`src/rtl/bs_arb_pkg.sv`:
```
// Shared types and defaults for the bit-stuffer transmit arbiter.
// Build option BS_ARB_WATCHDOG_EN (in bs_tx_arbiter) enables the start watchdog.
package bs_arb_pkg;

   typedef enum logic [2:0] {
      IDLE,
      GRANT,
      STREAM,
      DRAIN,
      GAP
   } arb_state_t;

   typedef enum logic {
      SRC_TOK,
      SRC_DAT
   } src_t;

   localparam int GAP_CYCLES_DEF    = 2;
   localparam int START_TIMEOUT_DEF = 16;

   function automatic logic [7:0] sat_inc8(input logic [7:0] v);
      return (v == 8'hFF) ? v : v + 8'd1;
   endfunction

endpackage

```
`src/rtl/bs_arb_rr_pick.sv`:
```
// Two-way round-robin winner select: a lone requester wins, a tie goes to
// the source that did not win last time.
module bs_arb_rr_pick
   import bs_arb_pkg::*;
(
   input  logic i_tok_req,
   input  logic i_dat_req,
   input  src_t i_last_winner,
   output logic o_win_tok,
   output logic o_win_dat
);

   always_comb begin
      o_win_tok = i_tok_req & (~i_dat_req | (i_last_winner == SRC_DAT));
      o_win_dat = i_dat_req & ~o_win_tok;
   end

endmodule

```
`src/rtl/bs_tx_arbiter.sv`:
```
// Arbitrates token (CRC5) and data (CRC16) bit streams onto a shared stuffing encoder.
// Define BS_ARB_WATCHDOG_EN to abort a grant whose source never starts streaming.
//
// state  | meaning
// IDLE   | no grant, arbitrating requests
// GRANT  | grant held, waiting for first valid bit
// STREAM | granted bits passing through to the encoder
// DRAIN  | stream ended, waiting for encoder to stop sending
// GAP    | grants low for GAP_CYCLES before re-arbitrating
module bs_tx_arbiter
   import bs_arb_pkg::*;
#(
   parameter int GAP_CYCLES    = GAP_CYCLES_DEF,
   parameter int START_TIMEOUT = START_TIMEOUT_DEF
) (
   input  logic clock,
   input  logic reset_n,
   input  logic tok_req,
   input  logic dat_req,
   input  logic tok_valid,
   input  logic tok_bit,
   input  logic dat_valid,
   input  logic dat_bit,
   input  logic bs_ready,
   input  logic bs_sending,
   output logic tok_gnt,
   output logic dat_gnt,
   output logic tok_ready,
   output logic dat_ready,
   output logic enc5_valid,
   output logic enc5_bit,
   output logic enc16_valid,
   output logic enc16_bit,
   output logic busy,
   output logic timeout_err
);

   localparam logic [7:0] GAP_LAST = (GAP_CYCLES > 0) ? 8'(GAP_CYCLES - 1) : 8'd0;
   localparam logic [7:0] TO_LAST  = (START_TIMEOUT > 0) ? 8'(START_TIMEOUT - 1) : 8'd0;

   arb_state_t r_state;
   src_t       r_last_winner;
   logic       r_gnt_tok;
   logic       r_gnt_dat;
   logic [7:0] r_gap_cnt;
   logic [7:0] r_to_cnt;
`ifdef BS_ARB_WATCHDOG_EN
   logic       r_timeout_err;
`endif

   logic w_win_tok;
   logic w_win_dat;
   logic w_valid_g;
   logic w_req_g;
   logic w_fwd;

   bs_arb_rr_pick u_pick (
      .i_tok_req     (tok_req),
      .i_dat_req     (dat_req),
      .i_last_winner (r_last_winner),
      .o_win_tok     (w_win_tok),
      .o_win_dat     (w_win_dat)
   );

   assign w_valid_g = (r_gnt_tok & tok_valid) | (r_gnt_dat & dat_valid);
   assign w_req_g   = (r_gnt_tok & tok_req)   | (r_gnt_dat & dat_req);
   // Once draining, the source is done; anything it presents is not forwarded.
   assign w_fwd     = (r_state != DRAIN);

   always_ff @(posedge clock or negedge reset_n) begin
      if (!reset_n) begin
         r_state       <= IDLE;
         r_last_winner <= SRC_DAT;
         r_gnt_tok     <= 1'b0;
         r_gnt_dat     <= 1'b0;
         r_gap_cnt     <= 8'd0;
         r_to_cnt      <= 8'd0;
`ifdef BS_ARB_WATCHDOG_EN
         r_timeout_err <= 1'b0;
`endif
      end else begin
`ifdef BS_ARB_WATCHDOG_EN
         r_timeout_err <= 1'b0;
`endif
         case (r_state)
            IDLE: begin
               if (w_win_tok | w_win_dat) begin
                  r_gnt_tok     <= w_win_tok;
                  r_gnt_dat     <= w_win_dat;
                  r_last_winner <= w_win_dat ? SRC_DAT : SRC_TOK;
                  r_to_cnt      <= 8'd0;
                  r_state       <= GRANT;
               end
            end
            GRANT: begin
               if (w_valid_g) begin
                  r_state <= STREAM;
               end else if (!w_req_g) begin
                  r_gnt_tok <= 1'b0;
                  r_gnt_dat <= 1'b0;
                  r_state   <= IDLE;
`ifdef BS_ARB_WATCHDOG_EN
               end else if (r_to_cnt == TO_LAST) begin
                  r_timeout_err <= 1'b1;
                  r_gnt_tok     <= 1'b0;
                  r_gnt_dat     <= 1'b0;
                  r_gap_cnt     <= 8'd0;
                  r_state       <= (GAP_CYCLES == 0) ? IDLE : GAP;
`endif
               end else if (r_to_cnt != TO_LAST) begin
                  r_to_cnt <= sat_inc8(r_to_cnt);
               end
            end
            STREAM: begin
               if (!w_valid_g) begin
                  r_state <= DRAIN;
               end
            end
            DRAIN: begin
               if (!bs_sending) begin
                  r_gnt_tok <= 1'b0;
                  r_gnt_dat <= 1'b0;
                  r_gap_cnt <= 8'd0;
                  r_state   <= (GAP_CYCLES == 0) ? IDLE : GAP;
               end
            end
            GAP: begin
               if (r_gap_cnt == GAP_LAST) begin
                  r_state <= IDLE;
               end else begin
                  r_gap_cnt <= sat_inc8(r_gap_cnt);
               end
            end
            default: begin
               r_gnt_tok <= 1'b0;
               r_gnt_dat <= 1'b0;
               r_state   <= IDLE;
            end
         endcase
      end
   end

   assign tok_gnt     = r_gnt_tok;
   assign dat_gnt     = r_gnt_dat;
   assign tok_ready   = r_gnt_tok & bs_ready;
   assign dat_ready   = r_gnt_dat & bs_ready;
   assign enc5_valid  = r_gnt_tok & tok_valid & w_fwd;
   assign enc5_bit    = r_gnt_tok & tok_bit;
   assign enc16_valid = r_gnt_dat & dat_valid & w_fwd;
   assign enc16_bit   = r_gnt_dat & dat_bit;
   assign busy        = (r_state != IDLE);

`ifdef BS_ARB_WATCHDOG_EN
   assign timeout_err = r_timeout_err;
`else
   assign timeout_err = 1'b0;
`endif

endmodule

```
`config.mk`:
```
export PLATFORM = sky130hd
export DESIGN_NAME = bs_tx_arbiter
export DESIGN_NICKNAME = d
export VERILOG_FILES = /design/src/rtl/bs_arb_pkg.sv /design/src/rtl/bs_arb_rr_pick.sv /design/src/rtl/bs_tx_arbiter.sv
export SDC_FILE = /design/constraint.sdc
export NUM_CORES = 1
export LEC_CHECK = 0
export ABC_AREA = 1
export BUFFER_PORTS_ARGS = -buffer_cell sky130_fd_sc_hd__buf_4
export CORE_MARGIN = 10
export CORE_UTILIZATION = 49
export CTS_CLUSTER_DIAMETER = 40
export DETAILED_ROUTE_END_ITERATION = 8
export PLACE_DENSITY = 0.72
export SLEW_MARGIN = 20
export SYNTH_ARGS = -nofsm -noshare
export SYNTH_HDL_FRONTEND = slang
export SYNTH_SLANG_ARGS = --single-unit
```
`constraint.sdc`:
```
create_clock -name clock -period 1.3 [get_ports clock]
set_input_delay 0.26 -clock clock [delete_from_list [all_inputs] [get_ports clock]]
set_output_delay 0.26 -clock clock [all_outputs]
set_load 0.03 [all_outputs]
```
==> results_dict.tcl, run 1 <==
set metrics [dict create \
    cts_root_buffer "clkbuf_4" \
    finalSetupTns_ns -1.63 \
    synthFlopType "dfrtp_1" \
    maxClockFrequency_ghz 0.670 \
    syn-cell-area_sq_mm 0.00106 \
    num_io_pins 20 \
    p_int_mw 1.58 \
    dieHeight_um 66.6 \
    drv_cap 0 \
    vias 1176 \
    wl_um 3070 \
    register_area_sq_um 354 \
    crit_fanout 4 \
    clk_latency_ns 0.29 \
    viasPerCell 4.90 \
    ys_types 24 \
    power.density_mw_per_mm2 1900 \
    crit_chain "nor3_4 > nor2_2 > buf_6" \
    final_layout_size_suffix_gt1_share_pct 44.1 \
    final_nets 226 \
    synth_nets 182 \
    fin_worst_skew_ns 0.00133 \
    grt_pass1_wl_um 4840 \
    final-setup-viol-count 18 \
    dieArea_sq_mm 0.00443 \
    cts.sinks 14 \
    synth_top_area_share_pct 30.6 \
    end_kind "output port" \
    synth-seq-cells 14 \
    design.core.area_sq_mm 0.00200 \
    hold_violations 0 \
    p_switching_mw 1.45 \
    place_area_sq_mm 0.00132 \
    syn2layout_area_growth_pct 49.8 \
    grt.overflow.total 0 \
    worst_path_max_delay_cell "dfrtp_2" \
    start_util_pct 53.1 \
    critPathLaunchType "flip-flop" \
    holdWs_ns 0.241 \
    grt_pass1_vias 1153 \
    irDropWorstVdd_mv 1.48 \
    synth_edf_count 0 \
    async_flop_share_pct 100 \
    crit_type "flip-flop to output port" \
    multi_input_area_sq_um 719 \
    place_congestion 0.825 \
    seq_area_frac_synth_pct 33.1 \
    drt_first_iter_violations 90 \
    period_needed_ns 1.49 \
    stdcell_area_sq_mm 0.00159 \
    antenna_found_initial 0 \
    netlist_top_cells_area "dfrtp_1 (31%), nand2_1 (24%), inv_1 (8.8%)" \
    detailedPlace.worstSlack_ns -0.109 \
    status "complete, but fails checks" \
    cpLargestDelayFamily "flip-flops" \
    fin_ws_ns -0.193 \
    synth_common_cells "nand2_1 (68), inv_1 (25), nor2_1 (23)" \
    grt_max_degree 15 \
    portBuffers 18 \
    worstPathArrival_ns 1.23 \
    cts_made_buffers 3 \
    slowest_delay_ns 0.47 \
    cp.required_ns 1.04 \
    combPwrFrac_pct 66.8 \
    drv_slew 0 \
    rows 16 \
    rsz0062_at_grt "yes" \
    cts_buffer_depth 2 \
    ant_nets 0 \
    leakage_nw 0.856 \
    synth.avg_cell_area_sq_um 6.25 \
    timing.final.crit_share_pct 115 \
    hpwl_um 2130 \
    min_path_type "input port to flip-flop" \
    grtUsageTotal_pct 13.8 \
    wl_per_cell_um 12.8 \
    clkTransAtPathRegs_ns 0.09 \
    cts_tree "built" \
    utilization_pct 79.5 \
    crit_buf_inv 1 \
    drcViolationCount 0 \
    drt_pass1_iterations 4 \
    die_w_um 66.6 \
    fillCellCount 145 \
    yosysMostFrequentCell "nand2_1" \
    htreeDepth 1 \
    syn_inst 170 \
    num_antenna_cells 0 \
    p_sw_share_pct 47.9 \
    violations "negative setup slack" \
    p_clk_share_pct 9.2 \
    yosysTopAreaCell "dfrtp_1" \
    p_seq_share_pct 24.0 \
    yosys_warnings 0 \
]
[cell usage in the layout (no fill, tap or decap)]
| cell | count |
|---|---|
| nand4_1 | 1 |
| dlygate4sd3_1 | 1 |
| dfrtp_2 | 2 |
| nand2_4 | 3 |
| nand3_1 | 10 |
| ha_2 | 2 |
| nand2_1 | 51 |
| nor3_4 | 1 |
| o21ai_0 | 2 |
| nand2_2 | 16 |
| a21oi_1 | 1 |
| nor2_1 | 17 |
| o21ai_1 | 1 |
| buf_6 | 11 |
| dfstp_2 | 1 |
| nand3_2 | 3 |
| o2111ai_1 | 1 |
| nor3_1 | 2 |
| dfrtp_1 | 11 |
| conb_1 | 1 |
| o21bai_1 | 2 |
| clkbuf_4 | 3 |
| inv_1 | 16 |
| buf_4 | 28 |
| a21oi_4 | 1 |
| inv_2 | 12 |
| nor2_2 | 3 |
| nand3_4 | 3 |
| clkbuf_1 | 1 |
| inv_6 | 1 |
| nor2_4 | 4 |
| o211ai_1 | 1 |
[worst reg2reg max path, stage by stage, from the launching register on]
cell     delay [ns]
dfrtp_2        0.47
nor3_4         0.27
buf_4          0.17
inv_2          0.04
nand2_4        0.08
nand3_4        0.15
nand2_1        0.10
nand2_1        0.05
[power by group through the flow]
stage / combinational, mW / sequential (mW) / clock (mW)
after global placement: 1.43 / 0.715 / 0
after detailed placement: 1.46 / 0.718 / 0
final: 2.02 / 0.725 / 0.279
after floorplan: 0.864 / 0.767 / 0
after CTS: 1.70 / 0.718 / 0.277
after global routing: 2.20 / 0.746 / 0.303
[layer usage]
metal,GRT usage (%),vias to the layer above,routed length [um]
met5,0,-,0
met4,5.50,0,50
met3,2.34,5,116
met2,25.5,27,1670
met1,14.9,544,1240
li1,-,600,-
[repair_timing]
action | in CTS | in global routing
pin swaps | 2 | 14
hold endpoints to repair | 13 | 0
gates resized for setup | 16 | 42
hold buffers | 1 | 0
setup endpoints to repair | 17 | 20
buffers inserted | 7 | 3
[state kept, by name (all words and copies together) (netlist names)]
signal and count:
r_gap_cnt 8, r_state 3, r_last_winner 1, tok_gnt 1
dat_gnt 1
[cells by family after synthesis]
group / count (synthesis) / synth area share [%]
buffers and inverters: 30 / 11.2
adder cells (fa/ha/maj): 2 / 2.36
other: 1 / 0.353
flip-flops: 14 / 33.1
AND/OR/NAND/NOR: 114 / 47.4
AO/OA/AOI/OAI: 9 / 5.65
[metrics by stage]
stage	instances	total power [mW]
after floorplan	170	1.63
after global placement	226	2.15
after detailed placement	226	2.18
after CTS	238	2.70
after global routing	240	3.25
final	240	3.03
[final timing paths]
path | from | end | slack (ns) | depth (start not counted)
setup reg to reg | r_state[2] | r_gap_cnt[6] | -0.12 | 7
setup / recovery | r_state[2] | enc5_valid | -0.19 | 3
min in group asynchronous | reset_n | r_gap_cnt[4] | 0.35 | 2
max in group asynchronous | reset_n | r_last_winner | 0.70 | 2
hold / removal | dat_req | r_last_winner | 0.24 | 3
hold reg to reg | r_last_winner | r_last_winner | 0.47 | 2
[cell type report]
cell class                      instances  area share, %
Clock buffer                            4           1.65
Inverter                               29           7.15
Multi-Input combinational cell        126           45.2
Sequential cell                        14           22.2
Tap cell                               27           2.12
Timing Repair Buffer                   40           21.6
(Power assumes the default switching activity.)
==> run 2: changes to the inputs <==
- CORE_ASPECT_RATIO: default -> 0.75
==> run 2 against run 1 <==
  * Flip-flop and latch count unchanged
  * Clock skew increased by 0.0045 ns
  * Global-route usage increased by 1.2 points
  * Sequential power increased by 0.7%
  * The run still ends with negative setup slack left
  * Wire length increased by 5.4%
  * Worst setup slack got worse by 0.042 ns
  * Clock power increased by 18%
  * Non-clock buffer count decreased by 2
  * Die area increased by 0.43%
  * Design area decreased by 3.1%
  * Register-to-register slack got worse by 0.10 ns
  * Largest cell class unchanged
==> results_dict.tcl, run 2 (synthesized netlist as in run 1, its figures left out) <==
set metrics [dict create \
    fillCellCount 149 \
    drv_slew 0 \
    num_io_pins 20 \
    detailedPlace.worstSlack_ns -0.0697 \
    cts_buffer_depth 2 \
    fin_worst_skew_ns 0.00584 \
    grt_max_degree 15 \
    vias 1198 \
    layout.cells.most_common_list "nand2_1 (59), buf_4 (25), inv_1 (17), nor2_1 (17)" \
    antenna_found_initial 0 \
    grtUsageTotal_pct 14.9 \
    cts_made_buffers 3 \
    leakage_nw 0.847 \
    viasPerCell 5.10 \
    dieHeight_um 60.3 \
    clk_latency_ns 0.29 \
    crit_fanout 3 \
    cts_tree "built" \
    wl_per_cell_um 13.8 \
    start_util_pct 52.3 \
    finalSetupTns_ns -2.70 \
    status "complete, but fails checks" \
    final_layout_size_suffix_gt1_share_pct 39.3 \
    end_kind "output port" \
    final_common_cell "nand2_1" \
    drt_first_iter_violations 93 \
    grt.overflow.total 0 \
    place_area_sq_mm 0.00132 \
    power.density_mw_per_mm2 1940 \
    rows 14 \
    p_seq_share_pct 24.4 \
    final-setup-viol-count 18 \
    largest_reg_flops 8 \
    grt_pass1_vias 1200 \
    syn2layout_area_growth_pct 45.2 \
    cts.sinks 14 \
    p_int_mw 1.59 \
    ant_nets 0 \
    dp.cells 222 \
    stdcell_area_sq_mm 0.00154 \
    drcViolationCount 0 \
    timing.final.crit_share_pct 118 \
    reg_top3 "r_gap_cnt (8), r_state (3)" \
    fin_ws_ns -0.235 \
    portBuffers 18 \
    final_nets 224 \
    crit_type "flip-flop to output port" \
    violations "negative setup slack" \
    cts_root_buffer "clkbuf_4" \
    critPathLaunchType "flip-flop" \
    drt_pass1_iterations 4 \
    design.core.area_sq_mm 0.00203 \
    drv_cap 0 \
    wl_um 3240 \
    p_switching_mw 1.40 \
    die_w_um 73.8 \
    stdcell_count 235 \
    htreeDepth 1 \
    period_needed_ns 1.53 \
    regMostFlops "r_gap_cnt" \
    worstPathArrival_ns 1.27 \
    min_path_type "input port to flip-flop" \
    clkTransAtPathRegs_ns 0.09 \
    irDropWorstVdd_mv 1.76 \
    hold_violations 0 \
    hpwl_um 2160 \
    combPwrFrac_pct 64.6 \
    dieArea_sq_mm 0.00445 \
    place_congestion 0.870 \
    rsz0062_at_grt "yes" \
    p_clk_share_pct 11.0 \
    maxClockFrequency_ghz 0.652 \
    grt_pass1_wl_um 5220 \
    cp.required_ns 1.04 \
    num_antenna_cells 0 \
    p_sw_share_pct 46.9 \
]
run 2: power by group through the flow:
stage | Sequential (mW) | Clock [mW] | Combinational, mW
2_1_floorplan | 0.767 | 0 | 0.864
3_3_place_gp | 0.723 | 0 | 1.45
3_5_place_dp | 0.721 | 0 | 1.48
4_1_cts | 0.714 | 0.334 | 1.71
5_1_grt | 0.747 | 0.346 | 2.09
6_report | 0.730 | 0.328 | 1.93
run 2: final cells by class:
type	instances	area, sq um	share of cell area [%]
clock buffers	4	36.3	2.35
inverters	29	111	7.22
multi-input cells	126	669	43.4
flip-flops and latches	14	354	23.0
well taps	24	30.0	1.95
repair buffers	38	342	22.1
run 2: stage by stage:
stage               total power, mW  util (%)  hold WS, ns
floorplan                      1.63         -      -0.0356
global placement               2.18      65.1        0.122
detailed placement             2.20      65.1        0.126
CTS                            2.76      72.4        0.255
global route                   3.19      75.9        0.287
finish                         2.99      75.9        0.260
run 2: timing repair:
item	in CTS	in global routing
pin swaps	4	11
setup buffers	6	4
gates resized for setup	25	18
hold buffers	1	0
cloned	0	0
endpoints found under the hold margin	13	0
setup endpoints to repair	18	20
run 2: critical path, cell delays in order (launching register included):
cell and delay (ns):
dfrtp_2 0.46, nor3_4 0.23, buf_6 0.13, nor2_2 0.03, buf_6 0.13
run 2: worst paths after layout:
| kind | from | end | slack (ns) | cells past startpoint |
|---|---|---|---|---|
| worst max-delay path | r_state[2] | enc5_valid | -0.23 | 4 |
| worst min-delay path | dat_req | r_last_winner | 0.26 | 3 |
| worst max register to register | r_state[2] | r_state[0] | -0.22 | 10 |
| worst min register to register | r_last_winner | r_last_winner | 0.48 | 2 |
| max in group asynchronous | reset_n | r_last_winner | 0.71 | 2 |
| min in group asynchronous | reset_n | r_state[1] | 0.34 | 2 |
run 2: routing by layer:
| layer | part of all wire, % | up-vias | GRT usage (%) |
|---|---|---|---|
| met5 | 0 | - | 0 |
| met1 | 42 | 546 | 17.4 |
| met4 | 1.9 | 0 | 6.10 |
| met2 | 50 | 43 | 25.5 |
| li1 | - | 598 | - |
| met3 | 5.8 | 11 | 3.97 |
